### config.mk
export PLATFORM = sky130hd
export DESIGN_NAME = rc_servo_frame_scheduler
export DESIGN_NICKNAME = d
export VERILOG_FILES = /design/src/rtl/rc_servo_pkg.sv /design/src/rtl/servo_tick_gen.sv /design/src/rtl/rc_servo_frame_scheduler.sv
export SDC_FILE = /design/constraint.sdc
export NUM_CORES = 1
export LEC_CHECK = 0
export CELL_PAD_IN_SITES_DETAIL_PLACEMENT = 0
export CELL_PAD_IN_SITES_GLOBAL_PLACEMENT = 2
export CORE_MARGIN = 4
export CORE_UTILIZATION = 35
export DETAILED_ROUTE_END_ITERATION = 10
export PLACE_DENSITY = 0.89
export SKIP_CTS_REPAIR_TIMING = 1
export SYNTH_ARGS = -nofsm -noshare
export SYNTH_HDL_FRONTEND = slang
export SYNTH_HIERARCHICAL = 1
export SYNTH_SLANG_ARGS = --single-unit
export TNS_END_PERCENT = 5
### constraint.sdc
create_clock -name clk_i -period 2.82 [get_ports clk_i]
set_input_delay 0.564 -clock clk_i [delete_from_list [all_inputs] [get_ports clk_i]]
set_output_delay 0.564 -clock clk_i [all_outputs]
set_load 0.01 [all_outputs]
### src/rtl/rc_servo_pkg.sv
// Shared types and default timing for the RC servo frame scheduler.
package rc_servo_pkg;

  // Default timing: 1 us tick at 10 MHz, 20 ms frame, 1.0 ms .. 2.02 ms pulses.
  localparam int unsigned CLK_DIV_DEF     = 10;
  localparam int unsigned FRAME_TICKS_DEF = 20000;
  localparam int unsigned MIN_TICKS_DEF   = 1000;
  localparam int unsigned STEP_TICKS_DEF  = 4;
  localparam int unsigned POS_W_DEF       = 8;
  localparam int unsigned SLEW_STEP_DEF   = 4;

  // Axis lanes share one width counter; lane order is also pulse order.
  localparam int unsigned NUM_AXES = 2;
  localparam int unsigned AXIS_X   = 0;
  localparam int unsigned AXIS_Y   = 1;

  typedef enum logic [2:0] {
    ST_IDLE    = 3'd0,
    ST_LOAD    = 3'd1,
    ST_PULSE_X = 3'd2,
    ST_PULSE_Y = 3'd3,
    ST_GAP     = 3'd4
  } frame_state_e;

  // Pulse width in ticks for a position command.
  function automatic int unsigned width_ticks(
    input int unsigned pos,
    input int unsigned min_ticks  = MIN_TICKS_DEF,
    input int unsigned step_ticks = STEP_TICKS_DEF
  );
    return min_ticks + pos * step_ticks;
  endfunction

endpackage

### src/rtl/servo_tick_gen.sv
// CLK_DIV prescaler: one-cycle tick every CLK_DIV clocks, restartable via clear_i.
module servo_tick_gen #(
  parameter int unsigned CLK_DIV = 10
) (
  input  logic clk_i,
  input  logic reset_i,
  input  logic clear_i,
  output logic tick_o
);

  localparam int unsigned      CNT_W    = (CLK_DIV > 1) ? $clog2(CLK_DIV) : 1;
  localparam logic [CNT_W-1:0] CNT_LAST = CNT_W'(CLK_DIV - 1);

  logic [CNT_W-1:0] cnt_q, cnt_d;

  assign tick_o = (cnt_q == CNT_LAST);

  // Wrap on the tick; a clear restarts the period so the next tick is a full CLK_DIV away.
  always_comb begin
    cnt_d = tick_o ? '0 : cnt_q + CNT_W'(1);
    if (clear_i) cnt_d = '0;
  end

  // Prescaler count register.
  always_ff @(posedge clk_i) begin
    if (reset_i) cnt_q <= '0;
    else         cnt_q <= cnt_d;
  end

endmodule

### src/rtl/rc_servo_frame_scheduler.sv
// X/Y servo frame scheduler: one shared width counter, X pulse then Y pulse then gap,
// fixed LOAD-to-LOAD period. Commands land in per-axis shadow regs and are applied at LOAD.
// Optional build macro SERVO_SLEW_LIMIT_EN: active position steps toward shadow by at
// most SLEW_STEP per frame instead of jumping.
module rc_servo_frame_scheduler
  import rc_servo_pkg::*;
#(
  parameter int unsigned CLK_DIV     = CLK_DIV_DEF,
  parameter int unsigned FRAME_TICKS = FRAME_TICKS_DEF,
  parameter int unsigned MIN_TICKS   = MIN_TICKS_DEF,
  parameter int unsigned STEP_TICKS  = STEP_TICKS_DEF,
  parameter int unsigned POS_W       = POS_W_DEF,
  parameter int unsigned SLEW_STEP   = SLEW_STEP_DEF
) (
  input  logic             clk_i,
  input  logic             reset_i,
  input  logic             enable_i,
  input  logic [POS_W-1:0] pos_x_i,
  input  logic             pos_x_valid_i,
  output logic             pos_x_ready_o,
  input  logic [POS_W-1:0] pos_y_i,
  input  logic             pos_y_valid_i,
  output logic             pos_y_ready_o,
  output logic             pwm_x_o,
  output logic             pwm_y_o,
  output logic             frame_start_o
);

  localparam int unsigned      W_MAX      = width_ticks((1 << POS_W) - 1, MIN_TICKS, STEP_TICKS);
  localparam int unsigned      WID_W      = $clog2(W_MAX + 1);
  localparam int unsigned      FRAME_CLKS = FRAME_TICKS * CLK_DIV;
  localparam int unsigned      FCNT_W     = $clog2(FRAME_CLKS);
  localparam logic [POS_W-1:0] POS_CENTRE = {1'b1, {(POS_W-1){1'b0}}};

  // Both pulses must fit inside one frame with room for the gap decision.
  if (2 * W_MAX >= FRAME_TICKS) begin : g_frame_too_short
    $error("rc_servo_frame_scheduler: 2*W(max)=%0d must be < FRAME_TICKS=%0d", 2 * W_MAX, FRAME_TICKS);
  end
  if (CLK_DIV < 2 || SLEW_STEP == 0) begin : g_bad_cfg
    $error("rc_servo_frame_scheduler: CLK_DIV must be >= 2 and SLEW_STEP > 0");
  end

  frame_state_e state_q, state_d;
  logic [WID_W-1:0]  wcnt_q, wcnt_d;
  logic [FCNT_W-1:0] fcnt_q, fcnt_d;
  logic              pwm_x_q, pwm_x_d, pwm_y_q, pwm_y_d;
  logic              tick, tick_clr, in_load;
  logic [WID_W-1:0]  width_x_load, width_y_load;

  logic [NUM_AXES-1:0][POS_W-1:0] cmd_pos, active_pos, active_nxt;
  logic [NUM_AXES-1:0]            cmd_valid;

  assign in_load   = (state_q == ST_LOAD);
  assign cmd_pos   = {pos_y_i, pos_x_i};
  assign cmd_valid = {pos_y_valid_i, pos_x_valid_i};

  // Prescaler restarts in LOAD so every pulse begins on a fresh tick period.
  assign tick_clr = ~enable_i | (state_q == ST_IDLE) | in_load;

  servo_tick_gen #(
    .CLK_DIV (CLK_DIV)
  ) u_tick (
    .clk_i   (clk_i),
    .reset_i (reset_i),
    .clear_i (tick_clr),
    .tick_o  (tick)
  );

  for (genvar a = 0; a < NUM_AXES; a++) begin : g_axis
    logic [POS_W-1:0] shadow_q, shadow_d, active_q, active_d;
    logic             accept;

    assign accept        = cmd_valid[a] & ~in_load;
    assign active_pos[a] = active_q;
    assign active_nxt[a] = active_d;

    // Shadow holds the newest accepted command; active only moves in LOAD.
    always_comb begin
      shadow_d = accept ? cmd_pos[a] : shadow_q;
      active_d = active_q;
`ifdef SERVO_SLEW_LIMIT_EN
      if (in_load) begin
        if (shadow_q > active_q)
          active_d = (shadow_q - active_q > POS_W'(SLEW_STEP)) ? active_q + POS_W'(SLEW_STEP) : shadow_q;
        else if (shadow_q < active_q)
          active_d = (active_q - shadow_q > POS_W'(SLEW_STEP)) ? active_q - POS_W'(SLEW_STEP) : shadow_q;
      end
`else
      if (in_load) active_d = shadow_q;
`endif
    end

    // Per-axis position registers; reset parks the servo at centre.
    always_ff @(posedge clk_i) begin
      if (reset_i) begin
        shadow_q <= POS_CENTRE;
        active_q <= POS_CENTRE;
      end else begin
        shadow_q <= shadow_d;
        active_q <= active_d;
      end
    end
  end

  // X width uses the value being latched this LOAD; Y width is read when X ends.
  assign width_x_load = WID_W'(width_ticks(32'(active_nxt[AXIS_X]), MIN_TICKS, STEP_TICKS));
  assign width_y_load = WID_W'(width_ticks(32'(active_pos[AXIS_Y]), MIN_TICKS, STEP_TICKS));

  // Frame sequencing: counts ticks for pulse widths and clocks for the frame period.
  always_comb begin
    state_d = state_q;
    wcnt_d  = wcnt_q;
    fcnt_d  = fcnt_q + FCNT_W'(1);
    if (!enable_i) begin
      state_d = ST_IDLE;
      wcnt_d  = '0;
      fcnt_d  = '0;
    end else begin
      case (state_q)
        ST_IDLE: begin
          state_d = ST_LOAD;
          fcnt_d  = '0;
        end
        ST_LOAD: begin
          state_d = ST_PULSE_X;
          wcnt_d  = width_x_load;
          fcnt_d  = '0;
        end
        ST_PULSE_X: begin
          if (tick) begin
            if (wcnt_q == WID_W'(1)) begin
              state_d = ST_PULSE_Y;
              wcnt_d  = width_y_load;
            end else begin
              wcnt_d = wcnt_q - WID_W'(1);
            end
          end
        end
        ST_PULSE_Y: begin
          if (tick) begin
            if (wcnt_q == WID_W'(1)) begin
              state_d = ST_GAP;
              wcnt_d  = '0;
            end else begin
              wcnt_d = wcnt_q - WID_W'(1);
            end
          end
        end
        ST_GAP: begin
          // fcnt is 0 in the cycle after LOAD, so this lands the next LOAD FRAME_CLKS after the last.
          if (fcnt_q == FCNT_W'(FRAME_CLKS - 2)) state_d = ST_LOAD;
        end
        default: state_d = ST_IDLE;
      endcase
    end
    pwm_x_d = (state_d == ST_PULSE_X);
    pwm_y_d = (state_d == ST_PULSE_Y);
  end

  // FSM, counters and registered pwm pins.
  always_ff @(posedge clk_i) begin
    if (reset_i) begin
      state_q <= ST_IDLE;
      wcnt_q  <= '0;
      fcnt_q  <= '0;
      pwm_x_q <= 1'b0;
      pwm_y_q <= 1'b0;
    end else begin
      state_q <= state_d;
      wcnt_q  <= wcnt_d;
      fcnt_q  <= fcnt_d;
      pwm_x_q <= pwm_x_d;
      pwm_y_q <= pwm_y_d;
    end
  end

  assign pwm_x_o       = pwm_x_q;
  assign pwm_y_o       = pwm_y_q;
  assign frame_start_o = in_load;
  assign pos_x_ready_o = ~in_load;
  assign pos_y_ready_o = ~in_load;

endmodule

==> Word-level counts from Yosys, hierarchy flattened <==
Cells that the tools add are included.
{ "op_classes": {"mux": 13, "reduce_logical": 6, "n_addsub": 5, "n_bitwise": 6, "eq_ne": 11} }
{ "ops": {"columns": ["cell", "n"], "rows": [
  ["2-to-1 mux 11 bit", 4],
  ["one-hot mux 11 bit (3 select lines)", 1],
  ["adder 10 x 10 -> 11 bit (first input constant)", 2],
  ["adder 18 x 1 -> 18 bit (second input constant)", 1],
  ["== test 18 bit (second input constant)", 1],
  ["2-to-1 mux 3 bit", 6],
  ["one-hot mux 3 bit (5 select lines)", 1],
  ["== test 3 x 2 -> 1 bit (second input constant)", 4],
  ["== test 11 x 1 -> 1 bit (second input constant)", 1],
  ["subtractor 11 x 1 -> 11 bit (second input constant)", 1],
  ["2-to-1 mux 8 bit", 1],
  ["adder 4 x 1 -> 4 bit (second input constant)", 1],
  ["== test 4 bit (second input constant)", 1],
  ["inequality test 2 x 1 -> 1 bit (second input constant)", 2],
  ["OR reduction 4 bit", 1],
  ["== test 3 x 1 -> 1 bit (second input constant)", 1],
  ["== test 3 bit (second input constant)", 1],
  ["logical NOT 3 bit", 1],
  ["AND reduction 3 bit", 1],
  ["nonzero test 3 bit", 1],
  ["OR reduction 3 bit", 1],
  ["bitwise AND 1 bit", 2],
  ["NOT 1 bit", 2],
  ["bitwise OR 1 bit", 2],
  ["OR reduction 2 bit", 1]
]} }
{ "word_totals": {"ff_bits": 70, "output_inout_bits": 5, "input_bits": 21, "elab_cells": 51} }

==> Logic depth before layout (Yosys ltp) <==
Gate-level depths: netlist of run 1.
{ "depth": {"ltp_word": 6, "depth_mapped": 13, "depth_no_buf": 10} }

==> Modules after synthesis <==
The synthesis of run 1 kept the hierarchy.
{ "modules_own_cells": {"columns": ["mod", "cells_each", "seq_area_each_um2", "area_per_inst_um2", "instances"], "rows": [
  ["rc_servo_frame_scheduler", 395, 1301.2, 3224.3, 1],
  ["servo_tick_gen", 16, 80.1, 166.4, 1]
]} }

==> Least setup slack after synthesis of run 1 <==
No wires, ideal clock.
{ "synth_path": {"path_kind": "reg2reg", "startpoint": "register state_q[0]", "endpoint": "register wcnt_q[9]", "required_time_ns": 2.704, "slack_ns": 0.578, "path_stages_with_launch": 14, "arrival_time_ns": 2.126, "period_less_slack_ns": 2.242, "setup_time_ns": 0.116, "path_buffers": 4, "path_cell_list": "dfxtp_1 buf_4 nand2b_1 or2_2 buf_2 buf_2 buf_2 nand2_1 nand2_1 ha_1 nor2_1 xnor2_1 o31ai_1 a31o_2"} }
{ "synth_between": {"elab_chain_len": 4, "elab_cells_between_ends": 10, "classes_between": "add/sub (1); eq/ne (5); mux (2); reduce/logical (2)"} }
{ "synth_lines": {"columns": ["item", "line_no", "text"], "rows": [
  ["from (decl)", "rc_servo_frame_scheduler.sv:43", "frame_state_e state_q, state_d;"],
  ["from (signal assigned)", "rc_servo_frame_scheduler.sv:169", "state_q <= state_d;"],
  ["== test 3 x 1 -> 1 bit", "rc_servo_frame_scheduler.sv:53", "assign in_load = (state_q == ST_LOAD);"],
  ["2-to-1 mux 8 bit", "rc_servo_frame_scheduler.sv:89", "if (in_load) active_d = shadow_q;"],
  ["named net g_axis[0].active_d[1]", "rc_servo_frame_scheduler.sv:70", "logic [POS_W-1:0] shadow_q, shadow_d, active_q, active_d;"],
  ["adder 10 x 10 -> 11 bit", "rc_servo_pkg.sv:31", "return min_ticks + pos * step_ticks;"],
  ["one-hot mux 11 bit (3 select lines)", "rc_servo_frame_scheduler.sv:119", "case (state_q)"],
  ["to (signal assigned)", "rc_servo_frame_scheduler.sv:170", "wcnt_q <= wcnt_d;"],
  ["to (decl)", "rc_servo_frame_scheduler.sv:44", "logic [WID_W-1:0] wcnt_q, wcnt_d;"]
]} }
The timed path passes the listed nets, and every way through them passes these cells.
A chain may end at the register's enable or synchronous reset.

==> Worst setup path in the final report of run 1 <==
{ "layout_path": {"startpoint": "register state_q[1]", "endpoint": "output port frame_start_o"} }
{ "layout_between": {"elab_chain_len": 1} }
{ "layout_lines": {"columns": ["item", "line_no", "text"], "rows": [
  ["== test 3 x 1 -> 1 bit", "rc_servo_frame_scheduler.sv:53", null],
  ["to (decl)", "rc_servo_frame_scheduler.sv:26", "output logic frame_start_o"]
]} }
No other way between the ends.

==> results.md, run 1 <==
* Outcome: finished, final reports clean
* RSZ-0062 raised after global routing: no
* Hold EP: g_axis[1].active_q[4]$_SDFFE_PP0P_
* Syn avg cell area at 8.25 um2
* Post-synthesis sequential area ratio at 40.7%
* CTS buffer count at 9
* Switch share at 24.4%
* Power Density at 519 nW/um2
* Post-synth EDFFs at 0
* Largest net degree at the start of global routing at 32
* Relative slew margins at 63.8%
* Place WS at 0.590 ns
* TNS Setup at 0 ns
* Most frequent cell after synthesis: dfxtp_1
* Max-slew violation count at 0
* Total Power at 2.05 mW
* Worst-case reg-to-reg path depth at 10
* Arr. time, crit path at 2.03 ns
* Fillers at 968
* Final Hold Violating Endpoints at 0
* Leakage at 1.44 nW
* DIE AREA at 11300 um2
* Crit share post-route at 92.1%
* Synth cell types at 61
* Antenna Nets Post-Route at 0
* Ant. Diodes at 0
* Max cap viols at 0
* Core ar. at 9330 um2
* Detail Placement HPWL at 5.55 mm
* Worst path max stage delay at 0.60 ns
* CP endpoint kind: primary output
* Sequential power share at 50.1%
* Post-synth ARST share at 0%
* Hold WC Path Type: reg2reg
* Worst-path clk slew at 0.07 ns
* Worst-margin pin slew at 0.538 ns
* Width of the die at 106 um
* Reg-to-reg setup timing slack at 0.64 ns
* Final setup fails at 0
* CTS tree: yes
* Clock power share at 39.3%
* Post-layout util at 42.4%
* Synth Net Count at 440
* PortBufs at 25
* I/O Pins at 26
* H-tree levels at 3
* Crit-path leading delay family: buffers and inverters
* Crit-path max FO at 18
* Initial Util at 36.4%
* Reg2reg start: state_q[1]$_SDFF_PP0_
* Number of global-route vias before repair at 2755
* Top-area cell type share of the netlist area at 40.7%
* Critical path launch point type: flip-flop
* Skew-Pair Late Insertion Delay at 0.34 ns
* Synth area leaders: dfxtp_1 41%, nand2_1 7.2%, a21oi_1 5.9%
* Vias at 2857
* Vias/cell at 5.03
* Worst-path cell chain: nand2b_1 -> or2_2 -> inv_2 -> clkdlybuf4s50_1
* DRC Markers at 0
* CP max stage cell: clkdlybuf4s50_1
* Synth warn at 6
* Psw at 0.500 mW
* Setup ws final at 0.223 ns
* P&R area growth vs syn at 16.6%
* Final net count at 464
* Gr usage total at 14.4%
* WL per Instance at 13.7 um
* Synth cell count leaders: 69 x dfxtp_1, 65 x nand2_1, 40 x a21oi_1
* CP bufs+invs at 2
* Post-Synthesis Cells at 411
* Global placement routability congestion at 0.781
* Setup Skew at 0.0123 ns
* Fraction of layout cells with a size suffix above 1 at 9.34%
* Clk sink count at 69
* Worst Hold Launch: g_axis[1].shadow_q[4]$_SDFFE_PP0P_
* Hold depth at 2
* Top_reg_cell synth: dfxtp_1
* Cell internal pwr at 1.55 mW
* Yosys reg bits at 69
* WL final at 7.76 mm
* Root buf cell: clkbuf_8
* Maximum clock path buffer count at 2
* Combinational Power Share at 10.6%
* Max VDD drop at 0.226 mV
* Tmin final at 2.60 ns
* Gr ovfl total at 0
* Hold WS at 0.455 ns
* First-pass GRT wire length at 13.2 mm
* Post-synth top area cell: dfxtp_1
* Fmax at 0.385 GHz
* Die height at 106 um
* Crit path kind: reg2out
* Post-Syn Area at 3390 um2
* Iteration-0 DRC Markers at 51
* WP data required at 2.26 ns
* Pre-antenna DRT Iters at 4
* Row count at 35
* Initial antenna violation count at 0
* RR Endpoint: wcnt_q[9]$_SDFFE_PP0P_
## through the flow
step,instances,cell area (um2)
after floorplan,411,3390
after global placement,553,3760
after detailed placement,553,3760
after CTS,568,3960
after global routing,568,3960
final,568,3960
## worst register-to-register path, cell delays in order (launching register included)
cell and delay (ns):
dfxtp_1 0.31, nand2b_1 0.20, or2_2 0.33, buf_4 0.23, nand2_1 0.11, nand2_1 0.06
ha_1 0.23, nor2_1 0.14, xnor2_1 0.16, o31ai_1 0.09, a31o_2 0.21
## power by group through the flow
stage          logic, mW  registers, mW  clock network (mW)
5_1_grt            0.241           1.03               0.885
2_1_floorplan      0.151           1.04                   0
3_3_place_gp       0.216           1.05                   0
4_1_cts            0.220           1.03               0.839
6_report           0.217           1.03               0.806
3_5_place_dp       0.218           1.05                   0
## how the worst max path moves through the flow
stage                                      from                     end  cells past startpoint
after detailed placement  state_q[1]$_SDFF_PP0_           frame_start_o                      4
after CTS                 state_q[1]$_SDFF_PP0_           frame_start_o                      4
after global placement    state_q[1]$_SDFF_PP0_           frame_start_o                      4
after floorplan           state_q[0]$_SDFF_PP0_  wcnt_q[9]$_SDFFE_PP0P_                     13
final                     state_q[1]$_SDFF_PP0_           frame_start_o                      4
after global routing      state_q[1]$_SDFF_PP0_           frame_start_o                      4
## logic make-up (layout without fill, tap and decap cells)
group,count (synthesis),in the layout,share of synthesized area (%)
multiplexers,5,5,1.51
XOR/XNOR,31,31,8.01
adder cells (fa/ha/maj),8,8,2.95
flip-flops,69,69,40.7
AND/OR/NAND/NOR,191,191,28.4
AO/OA/AOI/OAI,77,77,14.2
buffers and inverters,30,58,4.24
## layout by cell type, fill, tap and decap left out, types with 4 or more instances in the layout
master	n
and3_1	4
clkdlybuf4s50_1	25
nand3b_1	4
nor2_1	39
nand2_1	65
inv_1	9
o21ai_0	5
buf_4	8
nand3_1	27
a31oi_1	6
nor4_1	5
clkbuf_8	11
ha_1	8
xnor2_1	12
nor3_1	14
a211o_1	4
dfxtp_1	69
mux2i_1	4
xor2_1	19
a21oi_1	40
## registers in the layout (all words and copies together), names as in the netlist
name	flops
fcnt_q	18
g_axis.active_q	15
g_axis.shadow_q	16
pwm_x_o	1
pwm_y_o	1
state_q	3
u_tick/cnt_q	4
wcnt_q	11
## layer usage
layer / part of all wire, % / vias to the layer above / global-route usage (%)
met4: 1.1 / 0 / 5.02
met5: 0 / - / 0
li1: - / 1489 / -
met1: 51 / 1329 / 20.0
met3: 2.0 / 9 / 2.91
met2: 45 / 30 / 22.3
## area by class of cell
class	count	area (um2)	share of cell area (%)
multi-input cells	312	1870	47.2
inverters	10	37.5	0.949
repair buffers	33	310	7.85
well taps	129	161	4.08
flip-flops and latches	69	1380	34.9
clock inverters	4	47.5	1.20
clock buffers	11	151	3.83
Note: power is estimated with default switching activity, not from simulation.
==> run 2: changes to the inputs <==
Settings changed: ABC_CLOCK_PERIOD_IN_PS from default to 2470, CAP_MARGIN from default to 20.
Clock period 2.82 ns to 2.47 ns, I/O delays scaled along.
==> run 2 against run 1 <==
Compared with the run above:
- non-clock buffer count rose by 1
- sequential share of layout area fell by 0.72 points
- final cell count rose by 0.35%
- largest power group unchanged
==> results.md, run 2 (synthesis gave the netlist of run 1 again) <==
* Outcome: finished, final reports clean
* Vias/cell at 5.07
* Placed cells at 554
* Psw at 0.593 mW
* Crit path kind: reg2out
* Switch share at 23.0%
* Post-layout util at 43.3%
* Width of the die at 106 um
* Number of global-route vias before repair at 2684
* Leakage at 1.49 nW
* Max cap viols at 0
* CP max stage cell: clkdlybuf4s50_1
* Worst-case reg-to-reg path depth at 6
* CP endpoint kind: primary output
* Worst-path cell chain: nand2b_1 -> or2_2 -> buf_12 -> clkdlybuf4s50_1
* First-pass GRT wire length at 12.9 mm
* Biggest regs: fcnt_q (18), g_axis.shadow_q (16), g_axis.active_q (15)
* WL final at 7.57 mm
* Hold WC Path Type: reg2reg
* Largest net degree at the start of global routing at 41
* Sequential power share at 45.5%
* Core ar. at 9330 um2
* Relative slew margins at 63.3%
* Cell internal pwr at 1.99 mW
* Global placement routability congestion at 0.811
* Initial Util at 36.4%
* Worst-path clk slew at 0.07 ns
* Tmin final at 2.36 ns
* Fmax at 0.424 GHz
* Final setup fails at 0
* Initial antenna violation count at 0
* Final Hold Violating Endpoints at 0
* Combinational Power Share at 9.7%
* WL per Instance at 13.3 um
* Pre-antenna DRT Iters at 5
* Hold depth at 2
* Root buf cell: clkbuf_8
* Max-slew violation count at 0
* Place WS at 0.379 ns
* Commonest non-fill, non-tap cells in the layout: 69 x dfxtp_1, 65 x nand2_1, 40 x a21oi_1
* CTS buffer count at 9
* Gr ovfl total at 0
* I/O Pins at 26
* Detail Placement HPWL at 5.49 mm
* Vias at 2889
* Crit share post-route at 95.5%
* WP data required at 1.98 ns
* Critical path launch point type: flip-flop
* CTS tree: yes
* Setup ws final at 0.112 ns
* Power Density at 639 nW/um2
* Skew-Pair Late Insertion Delay at 0.34 ns
* Iteration-0 DRC Markers at 131
* Clk sink count at 69
* Max reg flops at 18
* Worst path max stage delay at 0.49 ns
* DRC Markers at 0
* RSZ-0062 raised after global routing: no
* Fraction of layout cells with a size suffix above 1 at 9.75%
* H-tree levels at 3
* Max VDD drop at 0.349 mV
* Ant. Diodes at 0
* Final net count at 465
* Crit-path max FO at 40
* Antenna Nets Post-Route at 0
* Gr usage total at 14.2%
* Row count at 35
* P&R area growth vs syn at 19.1%
* Arr. time, crit path at 1.86 ns
* Die height at 106 um
* Setup Skew at 0.0116 ns
* Commonest non-fill, non-tap cell in the layout: dfxtp_1
* Clock power share at 44.8%
* Worst-margin pin slew at 0.546 ns
* Biggest register: fcnt_q
* Post-Layout Cell Count at 570
* Maximum clock path buffer count at 2
* DIE AREA at 11300 um2
* PortBufs at 25
-- run 2: changes by cell type in the layout (fill, tap and decap cells not counted), sizes merged --
cell	previous run	this run
dlymetal6s2s	0	1
buf	8	9
clkdlybuf4s50	25	24
clkinv	2	1
bufinv	1	3
-- run 2: worst paths after layout --
| path | from | end | slack [ns] |
|---|---|---|---|
| worst min register to register | g_axis[1].shadow_q[3]$_SDFFE_PP0P_ | g_axis[1].active_q[3]$_SDFFE_PP0P_ | 0.46 |
| worst max-delay path | state_q[1]$_SDFF_PP0_ | pos_x_ready_o | 0.11 |
| worst min-delay path | g_axis[1].shadow_q[3]$_SDFFE_PP0P_ | g_axis[1].active_q[3]$_SDFFE_PP0P_ | 0.46 |
| worst max register to register | wcnt_q[0]$_SDFFE_PP0P_ | wcnt_q[3]$_SDFFE_PP0P_ | 0.36 |
-- run 2: layer usage --
layer / track usage, % / share of wire [%]
met1: 19.8 / 51
met3: 3.58 / 3.9
met5: 0 / 0
met4: 4.38 / 1.3
met2: 21.6 / 44
-- run 2: cell type report --
cell class                 count  area [um2]
timing repair buffer          34         333
inverter                      10        40.0
multi-input combinational    312        1870
fill                         940        5290
clock buffer                  11         151
tap                          129         161
sequential                    69        1380
clock inverter                 5         106
-- run 2: stage by stage --
| step | cell area, um2 | hold slack (ns) | setup TNS [ns] | power (mW) |
|---|---|---|---|---|
| CTS | 4030 | 0.459 | -0.00598 | 2.62 |
| global route | 4040 | 0.480 | 0 | 2.70 |
| global placement | 3780 | 0.445 | 0 | 1.45 |
| finish | 4040 | 0.456 | 0 | 2.58 |
| floorplan | 3390 | 0.432 | 0 | 1.36 |
| detailed placement | 3780 | 0.449 | 0 | 1.45 |
-- run 2: power groups by stage --
| stage | clock network (mW) | registers, mW | logic, mW |
|---|---|---|---|
| floorplan | 0 | 1.19 | 0.172 |
| global placement | 0 | 1.20 | 0.252 |
| detailed placement | 0 | 1.20 | 0.252 |
| CTS | 1.19 | 1.17 | 0.253 |
| global route | 1.24 | 1.18 | 0.278 |
| finish | 1.16 | 1.17 | 0.250 |
-- run 2: critical path: cells and delay by family, from the launching register on --
kind	cells	cell delay [ns]
flip-flops	1	0.31
AND/OR/NAND/NOR	2	0.53
buffers and inverters	2	0.68
==> run 3: changes to the inputs <==
Settings changed: MAX_ROUTING_LAYER from default to met4.
==> run 3 against run 2 <==
Compared with the run above:
- sequential power about the same
- final cell count unchanged
- wire length is 0.11% lower
- largest cell class unchanged
==> results.md, run 3 (synthesis gave the netlist of run 1 again) <==
* Final net count at 465
* Worst-path cell chain: nand2b_1 -> or2_2 -> buf_12 -> clkdlybuf4s50_1
* Most used routing layer: met2
* DIE AREA at 11300 um2
* GR Layer Usage met3 at 3.52%
* Gr ovfl total at 0
* Maximum clock path buffer count at 2
* Width of the die at 106 um
* Initial antenna violation count at 0
* WL final at 7.56 mm
* P&R area growth vs syn at 19.1%
* CP bufs+invs at 2
* Root buf cell: clkbuf_8
* Placed cells at 554
* CTS buffer count at 9
* Max cap viols at 0
* Row count at 35
* Die height at 106 um
* Setup ws final at 0.112 ns
* Arr. time, crit path at 1.86 ns
* Crit-path leading delay family: buffers and inverters
* CTS tree: yes
* Worst-case reg-to-reg path depth at 6
* Pre-antenna DRT Iters at 4
* WL per Instance at 13.3 um
* Final setup fails at 0
* Post-Layout Cell Count at 570
* Reg-to-reg setup timing slack at 0.37 ns
* Core ar. at 9330 um2
* CP endpoint kind: primary output
* RR Endpoint: wcnt_q[3]$_SDFFE_PP0P_
* Commonest non-fill, non-tap cells in the layout: 69 x dfxtp_1, 65 x nand2_1, 40 x a21oi_1
* Crit path kind: reg2out
* Final Instance Area at 4040 um2
* Crit path to: pos_y_ready_o
* Final Hold Violating Endpoints at 0
* PortBufs at 25
* WP data required at 1.98 ns
* Dpl cell area at 3780 um2
* Max-slew violation count at 0
* Crit share post-route at 95.5%
* Ant. Diodes at 0
* Leakage at 1.49 nW
* Global placement routability congestion at 0.823
* Largest net degree at the start of global routing at 41
* Commonest non-fill, non-tap cell in the layout: dfxtp_1
* Outcome: finished, final reports clean
* Number of global-route vias before repair at 2689
* Clk sink count at 69
* Skew-Pair Late Insertion Delay at 0.34 ns
* Vias at 2869
* Crit path depth at 4
* Initial Util at 36.4%
* Worst path max stage delay at 0.49 ns
* Iteration-0 DRC Markers at 126
* Hold WS at 0.456 ns
* I/O Pins at 26
* GR Layer Usage met1 at 19.8%
* First-pass GRT wire length at 12.9 mm
* Place WS at 0.379 ns
* CP max stage cell: clkdlybuf4s50_1
* Gr usage total at 14.6%
* Tmin final at 2.36 ns
* Worst-margin pin slew at 0.546 ns
* Critical path launch point type: flip-flop
* Worst setup path start: state_q[1]$_SDFF_PP0_
* Max reg flops at 18
* H-tree levels at 3
* Reg2reg start: wcnt_q[0]$_SDFFE_PP0P_
* Fillers at 940
* Multi-input logic area at 1870 um2
* Worst-path clk slew at 0.07 ns
* Hold WC Path Type: reg2reg
* Vias/cell at 5.03
* Fmax at 0.424 GHz
* Antenna Nets Post-Route at 0
* RSZ-0062 raised after global routing: no
* Relative slew margins at 63.3%
* Biggest register: fcnt_q
* Max VDD drop at 0.348 mV
* Fraction of layout cells with a size suffix above 1 at 9.75%
* Power Density at 639 nW/um2
* Detail Placement HPWL at 5.49 mm
* Biggest regs: fcnt_q (18), g_axis.shadow_q (16), g_axis.active_q (15)
* Setup Skew at 0.00854 ns
* Crit-path max FO at 40
* Grt met2 use at 21.6%
* Reg area at 1380 um2
* DRC Markers at 0
run 3: metrics by stage:
| step | setup TNS, ns | power [mW] | util, % |
|---|---|---|---|
| after floorplan | 0 | 1.36 | - |
| after global placement | 0 | 1.45 | 40.5 |
| after detailed placement | 0 | 1.45 | 40.5 |
| after CTS | -0.00598 | 2.62 | 43.2 |
| after global routing | 0 | 2.70 | 43.3 |
| final | 0 | 2.58 | 43.3 |
run 3: where the power goes:
part	leakage (nW)	internal [mW]	switching, mW
combinational	0.806	0.119	0.131
clock	0.126	0.728	0.427
sequential	0.560	1.14	0.0313
run 3: tightest hold or removal path, delay by kind of cell (launching register included):
family,cells,cell delay (ns)
DFF,1,0.31
and+or+nand+nor,1,0.05
AOI/OAI and AO/OA,1,0.05
run 3: layout make-up:
type	count	area share [%]
clock inverters	5	2.63
well taps	129	4.00
inverters	10	0.991
repair buffers	34	8.24
clock buffers	11	3.75
multi-input cells	312	46.2
flip-flops and latches	69	34.2
run 3: routing by layer:
| layer | vias up | part of all wire, % |
|---|---|---|
| met5 | - | 0 |
| met4 | 0 | 1.3 |
| met3 | 9 | 4.1 |
| met2 | 52 | 44 |
| li1 | 1492 | - |
| met1 | 1316 | 51 |
run 3: worst min-delay path by stage:
stage                                                  start  cells past startpoint                            endpoint  slack [ns]
final                     g_axis[1].shadow_q[3]$_SDFFE_PP0P_                      2  g_axis[1].active_q[3]$_SDFFE_PP0P_        0.46
after global routing      g_axis[1].shadow_q[4]$_SDFFE_PP0P_                      2  g_axis[1].active_q[4]$_SDFFE_PP0P_        0.48
after CTS                 g_axis[1].shadow_q[3]$_SDFFE_PP0P_                      2  g_axis[1].active_q[3]$_SDFFE_PP0P_        0.46
after detailed placement  g_axis[1].shadow_q[3]$_SDFFE_PP0P_                      2  g_axis[1].active_q[3]$_SDFFE_PP0P_        0.45
after global placement    g_axis[1].shadow_q[5]$_SDFFE_PP0P_                      2  g_axis[1].active_q[5]$_SDFFE_PP0P_        0.44
after floorplan           g_axis[1].shadow_q[0]$_SDFFE_PP0P_                      2  g_axis[1].active_q[0]$_SDFFE_PP0P_        0.43
